### config.mk
export PLATFORM = sky130hd
export DESIGN_NAME = input_conditioner
export DESIGN_NICKNAME = d
export VERILOG_FILES = /design/src/rtl/input_conditioner.sv
export SDC_FILE = /design/constraint.sdc
export NUM_CORES = 1
export LEC_CHECK = 0
export ABC_AREA = 1
export CAP_MARGIN = 20
export CORE_AREA = 2 2 101 103
export DETAILED_ROUTE_END_ITERATION = 8
export DIE_AREA = 0 0 103 105
export PLACE_DENSITY = 0.62
export SLEW_MARGIN = 20
export SYNTH_ARGS = -nofsm -noshare
export SYNTH_HDL_FRONTEND = slang
export SYNTH_SLANG_ARGS = --single-unit
### constraint.sdc
create_clock -name clk -period 2.99 [get_ports clk]
set_input_delay 0.598 -clock clk [delete_from_list [all_inputs] [get_ports clk]]
set_output_delay 0.598 -clock clk [all_outputs]
set_load 0.05 [all_outputs]
### src/rtl/input_conditioner.sv
// Per-bit synchroniser and tick-based debouncer for one input bank, with a change strobe.
// Define INPUT_COND_EDGE_EN to add the per-bit rise/fall pulse outputs.
`timescale 1ns/1ps

module input_conditioner #(
  parameter int               WIDTH        = 8,
  parameter int               SYNC_STAGES  = 2,
  parameter int               TICK_DIV     = 10000,
  parameter int               STABLE_TICKS = 8,
  parameter logic [WIDTH-1:0] RESET_VALUE  = {WIDTH{1'b1}}
) (
  input  logic             clk,
  input  logic             n_rst,
  input  logic [WIDTH-1:0] raw_in,
  output logic [WIDTH-1:0] clean_out,
  output logic             changed,
  output logic             tick
`ifdef INPUT_COND_EDGE_EN
  ,
  output logic [WIDTH-1:0] rise,
  output logic [WIDTH-1:0] fall
`endif
);

  localparam int PW = (TICK_DIV > 1) ? $clog2(TICK_DIV) : 1;
  localparam int CW = $clog2(STABLE_TICKS + 1);
  localparam logic [PW-1:0] PRESC_LAST = PW'(TICK_DIV - 1);
  localparam logic [CW-1:0] CNT_LAST   = CW'(STABLE_TICKS - 1);

  // Element 0 is the newest sample; element SYNC_STAGES-1 feeds the debouncer.
  logic [SYNC_STAGES-1:0][WIDTH-1:0] sync_q, sync_d;
  logic [WIDTH-1:0]                  sync_s;
  logic [PW-1:0]                     presc_q, presc_d;
  logic                              tick_q, tick_d;
  logic [WIDTH-1:0][CW-1:0]          cnt_q, cnt_d;
  logic [WIDTH-1:0]                  clean_q, clean_d;
  logic                              changed_q, changed_d;
`ifdef INPUT_COND_EDGE_EN
  logic [WIDTH-1:0]                  rise_q, rise_d;
  logic [WIDTH-1:0]                  fall_q, fall_d;
`endif

  assign sync_s = sync_q[SYNC_STAGES-1];

  // NOTE: every always_comb output gets a default first so no path leaves it unassigned (no latch).
  always_comb begin
    presc_d = (presc_q == PRESC_LAST) ? '0 : presc_q + PW'(1);
    tick_d  = (presc_q == PRESC_LAST);
    sync_d  = {sync_q[SYNC_STAGES-2:0], raw_in};
    clean_d = clean_q;
    cnt_d   = cnt_q;

    for (int i = 0; i < WIDTH; i++) begin
      if (sync_s[i] == clean_q[i]) begin
        cnt_d[i] = '0;
      end else if (tick_q) begin
        // The count commits on the edge it would reach STABLE_TICKS, so it never stores that value.
        if (cnt_q[i] == CNT_LAST) begin
          clean_d[i] = sync_s[i];
          cnt_d[i]   = '0;
        end else begin
          cnt_d[i] = cnt_q[i] + CW'(1);
        end
      end
    end

    changed_d = |(clean_d ^ clean_q);
`ifdef INPUT_COND_EDGE_EN
    rise_d = clean_d & ~clean_q;
    fall_d = ~clean_d & clean_q;
`endif
  end

  // NOTE: sequential state uses non-blocking assignments so all flops update from pre-edge values.
  always_ff @(posedge clk or negedge n_rst) begin
    if (!n_rst) begin
      sync_q    <= {SYNC_STAGES{RESET_VALUE}};
      presc_q   <= '0;
      tick_q    <= 1'b0;
      cnt_q     <= '0;
      clean_q   <= RESET_VALUE;
      changed_q <= 1'b0;
`ifdef INPUT_COND_EDGE_EN
      rise_q    <= '0;
      fall_q    <= '0;
`endif
    end else begin
      sync_q    <= sync_d;
      presc_q   <= presc_d;
      tick_q    <= tick_d;
      cnt_q     <= cnt_d;
      clean_q   <= clean_d;
      changed_q <= changed_d;
`ifdef INPUT_COND_EDGE_EN
      rise_q    <= rise_d;
      fall_q    <= fall_d;
`endif
    end
  end

  assign clean_out = clean_q;
  assign changed   = changed_q;
  assign tick      = tick_q;
`ifdef INPUT_COND_EDGE_EN
  assign rise      = rise_q;
  assign fall      = fall_q;
`endif

endmodule

# Yosys cells after proc, flatten, opt, wreduce, memory -nomap -nowiden
# Cells that the tools add are included.
# totals
ff_bits	72
ramBits	0
input_bits	10
memories	0
latch_bits	0
rom_bits	0
# classes
n_addsub	9
n_eq_ne	17
n_reduce_logical	9
n_bitwise	1
n_shift	0
n_lt_le_gt_ge	0
div	0
multipliers	0
muxes	49
# op_table
op	n
$mux 4	24
$add 4x1->4 const B	8
$eq 4x3->1 const B	8
$mux 1	24
$reduce_bool 2->1	8
$add 14x1->14 const B	1
$eq 14x14->1 const B	1
$mux 14	1
$eq 1x1->1	8
$reduce_or 8->1	1
$xor 8x8->8	1

# Longest topological paths before layout
# Gate-level depths: netlist of the first run.
# logic_depth
depth_word	6
depth_mapped	8

# Worst setup path after synthesis of the first run
# OpenSTA, ideal clock, no wires.
# synth_path
path_kind	register to register
from	register tick_q, in the netlist tick
to	register cnt_q[7] (netlist bit)
setup_time_ns	0.123
path_buffers	2
path_slack_ns	1.506
required_time_ns	2.867
arrival_time_ns	1.360
path_stages_with_launch	6
synth_period_minus_slack_ns	1.484
path_cell_list	dfrtp_1 buf_2 buf_2 nand4_1 o21ai_0 a21oi_1
# synth_via
elab_chain_cells	1
# synth_rtl
element	line_no	rtl
start, declared	34	logic tick_q, tick_d;
start signal, assigned	90	tick_q <= tick_d;
$reduce_bool 2->1 (no line)	n/a	
end signal, assigned	91	cnt_q <= cnt_d;
end, declared	35	logic [WIDTH-1:0][CW-1:0] cnt_q, cnt_d;
# Every way passes these cells.
# A chain may end at the register's enable or synchronous reset.

# Final worst setup path of the first run
# layout_path
from	register clean_q[3], in the netlist clean_out[3]
to	output clean_out[3]
# layout_rtl
element	line_no	rtl
start, declared	36	logic [WIDTH-1:0] clean_q, clean_d;
start signal, assigned	92	clean_q <= clean_d;
end, declared	15	output logic [WIDTH-1:0] clean_out,
# No word-level cell between the ends.

==> results.tsv, run 1 <==
stage	metric	value	unit
status	status	finished, final reports clean	
clock_network	clk_pin_slew	0.08	ns
floorplanning	rows	36	
cells_and_area	nNetsFinal	437	
pwr	p_int	1.48	mW
pwr	pwr-share-comb	2.6	%
worst_setup_path	slowest_stage	clkdlybuf4s50_1	
worst_setup_path	cp_data_arrival_time	1.70	ns
worst_setup_path	path_depth	1	
timing	hold_violations	0	
logic_synthesis	seq_area_frac_synth	54.7	%
min_path	hp-start	sync_d[15]	
timing	setup_viol	0	
routing	drt_wl_total	5.83	mm
logic_synthesis	syn_nets	408	
worst_setup_path	critPathMaxFanout	4	
worst_setup_path	end_kind	primary output	
min_path	min_path_type	flop to flop	
cells_and_area	final_cell_count_no_fill	556	
clock_network	cts-root-buf	clkbuf_8	
floorplanning	die_w	103	um
clock_network	clock-sinks	72	
cells_and_area	layout_common_cells	nand2_1, inv_1, nor2_1, dfrtp_1, nand3_1	
place	dp_cells	540	
cells_and_area	diodes	0	
min_path	worstHoldEndpoint	sync_s[7]	
clock_network	cts-hold-fix-buffers	0	
clock_network	cts_resized	0	
global_route	grt_pass1_wl	10.4	mm
place	placed_area	0.00370	sq mm
worst_setup_path	r2r_end	changed	
min_path	hold_depth	0	
pwr	p_sw_share	22.0	%
timing	drv_slew	0	
floorplanning	die_h	105	um
cells_and_area	final_util	40.6	%
cells_and_area	nFillCells	965	
clock_network	cts_buffers	9	
place	hpwl	4.05	mm
logic_synthesis	synth_cell_types	25	
place	gp_congestion	0.807	
place	place_ws	1.05	ns
global_route	antenna_found_initial	0	
worst_setup_path	reg2reg_depth	7	
worst_setup_path	crit_type	flop to primary output	
routing	drtIter0Drc	90	
cells_and_area	syn_to_final_growth	17.1	%
logic_synthesis	avgSynthCellArea	8.60	sq um
clock_network	insertion_delay	0.34	ns
worst_setup_path	max_stage_delay	0.80	ns
timing	hold_slack	0.354	ns
global_route	grt_max_degree	73	
logic_synthesis	ys_ff_latch	72	
global_route	grtUsageTotal	12.2	%
global_route	grt_remaining_overflow	0	
timing	setup_ws	0.694	ns
pwr	pwr-share-clk	44.8	%
clock_network	tritoncts	done	
worst_setup_path	crit_chain	clkdlybuf4s50_1	
worst_setup_path	critPathRequiredTime	2.39	ns
worst_setup_path	critPathLaunchType	flop	
routing	first_pass_iters	4	
job	drv_cap	0	
cells_and_area	final_common_cell	nand2_1	
clock_network	htree_levels	3	
place	port_buffers	19	
timing	rsz0062_at_grt	false	
logic_synthesis	syn_inst	389	
clock_network	cts_max_path_buffers	2	
timing	max_freq	0.436	GHz
worst_setup_path	critical_path_buf_inv_count	1	
timing	layout_min_cycle_time	2.30	ns
cells_and_area	layout-drive-gt1-share	11.6	%
pwr	power_switching	0.418	mW
logic_synthesis	synthesis.area	0.00335	sq mm
clock_network	cts_setup_buffers	0	
timing	slew_headroom	41.6	%
routing	avgRoutedWirePerCell	10.5	um
cells_and_area	design_area	0.00392	sq mm
timing	setup_tns	0	ns
pwr	ir_drop	0.168	mV
global_route	grt_pass1_vias	2326	
timing	worstMarginPinSlew	0.876	ns
floorplanning	ios	20	
worst_setup_path	crit_family	buffers and inverters	
timing	skew	0.00884	ns
floorplanning	die_area	0.0108	sq mm
cells_and_area	seqCellArea	0.00183	sq mm
pwr	total_power	1.90	mW
routing	ant_nets	0	
routing	routed_via_density	4.45	
logic_synthesis	yosys_warnings	0	
timing	period_share	76.8	%
floorplanning	coreArea	0.00964	sq mm
routing	routed-via-count	2475	
pwr	p_seq_share	52.6	%
cells_and_area	multi_input_area	0.00129	sq mm
pwr	p_per_area	485	mW/mm^2
routing	drc	0	
worst_setup_path	crit-reg2reg-launch	tick	
pwr	p_leak	1.88	nW
worst_setup_path	r2r_slack	1.58	ns
floorplanning	start_util	34.7	%
==> power by group through the flow <==
| stage | logic [mW] | registers (mW) | clock network, mW |
|---|---|---|---|
| global route | 0.0583 | 1.00 | 0.928 |
| CTS | 0.0518 | 0.999 | 0.885 |
| floorplan | 0.0160 | 1.02 | 0 |
| finish | 0.0493 | 0.999 | 0.850 |
| global placement | 0.0512 | 1.02 | 0 |
| detailed placement | 0.0518 | 1.02 | 0 |
==> kinds of logic (layout without fill, tap and decap cells) <==
group | count (synthesis) | after routing | share of synthesized area (%)
compound gates | 42 | 42 | 6.84
buf+inv | 58 | 92 | 6.62
fa+ha+maj | 9 | 9 | 3.37
flops | 72 | 72 | 54.7
xor+xnor | 15 | 15 | 3.93
simple gates | 193 | 193 | 24.5
==> per-layer routing <==
layer / wire (um) / up-vias / GRT usage [%]
met5: 0 / - / 0
met4: 76 / 0 / 3.57
met3: 227 / 5 / 4.48
met2: 2630 / 33 / 18.1
met1: 2890 / 1142 / 16.7
li1: - / 1295 / -
==> worst max path at each step <==
stage | to | start | slack, ns
after detailed placement | clean_out[3] | clean_out[3] | 1.05
after global placement | clean_out[6] | clean_out[6] | 1.07
after CTS | clean_out[3] | clean_out[3] | 0.66
after floorplan | cnt_q[7] | tick | 1.51
after global routing | clean_out[3] | clean_out[3] | 0.63
final | clean_out[3] | clean_out[3] | 0.69
==> registers in the layout, indices dropped and copies added, names as in the netlist <==
| register | flops |
|---|---|
| cnt_q | 32 |
| presc_q | 14 |
| clean_out | 8 |
| sync_d | 8 |
| sync_s | 8 |
| changed | 1 |
| tick | 1 |
==> synthesized netlist by cell type <==
master	count	area share [%]
and3b_1	1	0.26
dfrtp_1	48	36
xnor2_1	2	0.52
a21oi_1	9	1.3
xor2_1	13	3.4
ha_1	9	3.4
nand3b_1	1	0.22
nand2_1	96	11
nor3b_1	1	0.22
dfstp_2	24	19
nor2_1	48	5.4
nand2_2	2	0.37
inv_1	54	6.1
inv_2	1	0.11
nand4_1	2	0.37
and3_1	2	0.37
nor3_1	8	1.2
nand3_1	29	4.3
nor2_4	2	0.67
o21ai_0	24	3.6
a31oi_1	1	0.19
buf_2	3	0.45
a22oi_1	7	1.6
nand3_2	1	0.30
o21ai_1	1	0.15
==> cell type report <==
| type | count | share of cell area (%) |
|---|---|---|
| timing repair buffer | 21 | 5.11 |
| clock inverter | 7 | 2.46 |
| sequential | 72 | 46.8 |
| multi-input combinational | 259 | 33.0 |
| tap | 133 | 4.25 |
| clock buffer | 9 | 3.16 |
| inverter | 55 | 5.27 |
(Power assumes the default switching activity.)
==> run 2: changes to the inputs <==
--- a/config.mk
+++ b/config.mk
@@ -10,7 +10,7 @@
 export CORE_AREA = 2 2 101 103
 export DETAILED_ROUTE_END_ITERATION = 8
 export DIE_AREA = 0 0 103 105
-export PLACE_DENSITY = 0.62
+export PLACE_DENSITY = 0.64
 export SLEW_MARGIN = 20
 export SYNTH_ARGS = -nofsm -noshare
 export SYNTH_HDL_FRONTEND = slang
==> constraint.sdc (replaced) <==
create_clock -name clk -period 1.8 [get_ports clk]
set_input_delay 0.36 -clock clk [delete_from_list [all_inputs] [get_ports clk]]
set_output_delay 0.36 -clock clk [all_outputs]
set_load 0.05 [all_outputs]
==> results.tsv, run 2 (same netlist as run 1, synthesis figures left out) <==
stage	metric	value	unit
routing	routed-via-count	2463	
clock_network	cts_buffers	9	
global_route	grt_pass1_vias	2481	
clock_network	cts-root-buf	clkbuf_8	
routing	drc	0	
worst_setup_path	crit_type	flop to primary output	
cells_and_area	layout-drive-gt1-share	13.7	%
place	dp_cells	540	
clock_network	htree_levels	3	
timing	layout_min_cycle_time	1.62	ns
timing	setup_tns	0	ns
clock_network	cts_max_path_buffers	2	
place	port_buffers	19	
cells_and_area	regMostFlops	cnt_q	
cells_and_area	layout_common_cells	nand2_1, inv_1, nor2_1, dfrtp_1, nand3_1	
cells_and_area	largest_reg_flops	32	
clock_network	insertion_delay	0.34	ns
floorplanning	start_util	34.7	%
global_route	grtUsageTotal	12.7	%
clock_network	tritoncts	done	
clock_network	cts_resized	0	
routing	drtIter0Drc	82	
place	gp_congestion	0.851	
place	placed_area	0.00380	sq mm
floorplanning	die_h	105	um
global_route	grt_max_degree	73	
cells_and_area	diodes	0	
cells_and_area	syn_to_final_growth	18.7	%
cells_and_area	final_common_cell	nand2_1	
place	hpwl	4.29	mm
clock_network	clk_pin_slew	0.08	ns
floorplanning	die_w	103	um
pwr	ir_drop	0.396	mV
floorplanning	die_area	0.0108	sq mm
clock_network	cts_setup_buffers	0	
routing	routed_via_density	4.43	
cells_and_area	final_cell_count_no_fill	556	
status	status	finished, final reports clean	
pwr	p_int	2.22	mW
global_route	antenna_found_initial	0	
worst_setup_path	critPathLaunchType	flop	
worst_setup_path	cp_data_arrival_time	1.26	ns
pwr	pwr-share-clk	39.3	%
timing	period_share	89.7	%
clock_network	clock-sinks	72	
routing	first_pass_iters	4	
cells_and_area	design_area	0.00397	sq mm
routing	ant_nets	0	
cells_and_area	nNetsFinal	437	
cells_and_area	top_regs	cnt_q (32), presc_q (14)	
timing	setup_viol	0	
min_path	min_path_type	input pin to async pin	
worst_setup_path	critPathMaxFanout	24	
floorplanning	ios	20	
timing	rsz0062_at_grt	false	
pwr	p_per_area	724	mW/mm^2
timing	skew	0.00680	ns
timing	worstMarginPinSlew	0.367	ns
timing	hold_violations	0	
cells_and_area	nFillCells	972	
global_route	grt_remaining_overflow	0	
pwr	power_switching	0.659	mW
pwr	pwr-share-comb	3.0	%
timing	slew_headroom	75.5	%
global_route	grt_pass1_wl	10.8	mm
routing	drt_wl_total	6.06	mm
timing	drv_slew	0	
routing	avgRoutedWirePerCell	10.9	um
job	drv_cap	0	
clock_network	cts-hold-fix-buffers	0	
worst_setup_path	critPathRequiredTime	1.44	ns
timing	max_freq	0.619	GHz
worst_setup_path	end_kind	primary output	
floorplanning	rows	36	
timing	hold_slack	0.0211	ns
pwr	p_seq_share	57.8	%
pwr	p_sw_share	22.9	%
floorplanning	coreArea	0.00964	sq mm
pwr	p_leak	1.90	nW
==> run 2: cell count changes in the layout (fill, tap and decap cells not counted) <==
cell / before / now
clkinv_2: 2 / 3
clkdlybuf4s50_1: 18 / 8
clkbuf_1: 0 / 1
buf_12: 0 / 10
clkinv_4: 3 / 2
bufinv_16: 2 / 0
clkbuf_8: 9 / 10
==> run 2: routing by layer <==
| layer | routed length (um) | part of all wire (%) | track usage, % |
|---|---|---|---|
| met1 | 2810 | 46 | 15.2 |
| met2 | 2980 | 49 | 20.8 |
| met3 | 223 | 3.7 | 4.88 |
| met4 | 38 | 0.63 | 3.76 |
| met5 | 0 | 0 | 0 |
==> run 2: final timing paths <==
path	slack, ns	depth (start not counted)	to	startpoint
setup / recovery	0.18	2	tick	tick
hold / removal	0.02	2	cnt_q[20]	n_rst
setup reg to reg	0.40	7	changed	tick
hold reg to reg	0.35	0	sync_s[5]	sync_d[13]
max in group asynchronous	1.44	2	sync_d[10]	n_rst
min in group clk	0.35	0	sync_s[5]	sync_d[13]
==> run 2: power by group through the flow <==
stage	clock network, mW	registers (mW)	logic (mW)
3_3_place_gp	0	1.69	0.0885
5_1_grt	1.25	1.66	0.100
6_report	1.13	1.66	0.0861
2_1_floorplan	0	1.69	0.0266
4_1_cts	1.18	1.66	0.0902
3_5_place_dp	0	1.69	0.0897
==> run 2: through the flow <==
| stage | utilization (%) | power (mW) | worst slack, ns |
|---|---|---|---|
| final | 41.2 | 2.88 | 0.185 |
| after global routing | 41.2 | 3.02 | 0.0941 |
| after CTS | 41.2 | 2.93 | 0.154 |
| after detailed placement | 39.4 | 1.78 | 0.414 |
| after global placement | 39.4 | 1.78 | 0.461 |
| after floorplan | - | 1.71 | 0.316 |
==> run 2: worst max-delay path, cell delays in order (launching register included) <==
cell and delay, ns:
dfrtp_1 0.43, buf_4 0.31, buf_12 0.18
==> run 2: layout make-up <==
class / count / area [sq um] / share of cell area [%]
clock buffers: 11 / 141 / 3.56
clock inverters: 5 / 32.5 / 0.819
inverters: 55 / 206 / 5.20
multi-input cells: 259 / 1290 / 32.5
flip-flops and latches: 72 / 1830 / 46.1
well taps: 133 / 166 / 4.19
repair buffers: 21 / 300 / 7.56
==> run 3: changes to the inputs <==
--- a/config.mk
+++ b/config.mk
@@ -8,6 +8,7 @@
 export ABC_AREA = 1
 export CAP_MARGIN = 20
 export CORE_AREA = 2 2 101 103
+export CTS_CLUSTER_SIZE = 8
 export DETAILED_ROUTE_END_ITERATION = 8
 export DIE_AREA = 0 0 103 105
 export PLACE_DENSITY = 0.64
@@ -15,3 +16,4 @@
 export SYNTH_ARGS = -nofsm -noshare
 export SYNTH_HDL_FRONTEND = slang
 export SYNTH_SLANG_ARGS = --single-unit
+export TNS_END_PERCENT = 30
==> results of run 3 <==
No change in the layout: final DEF, timing and power equal those of run 2.
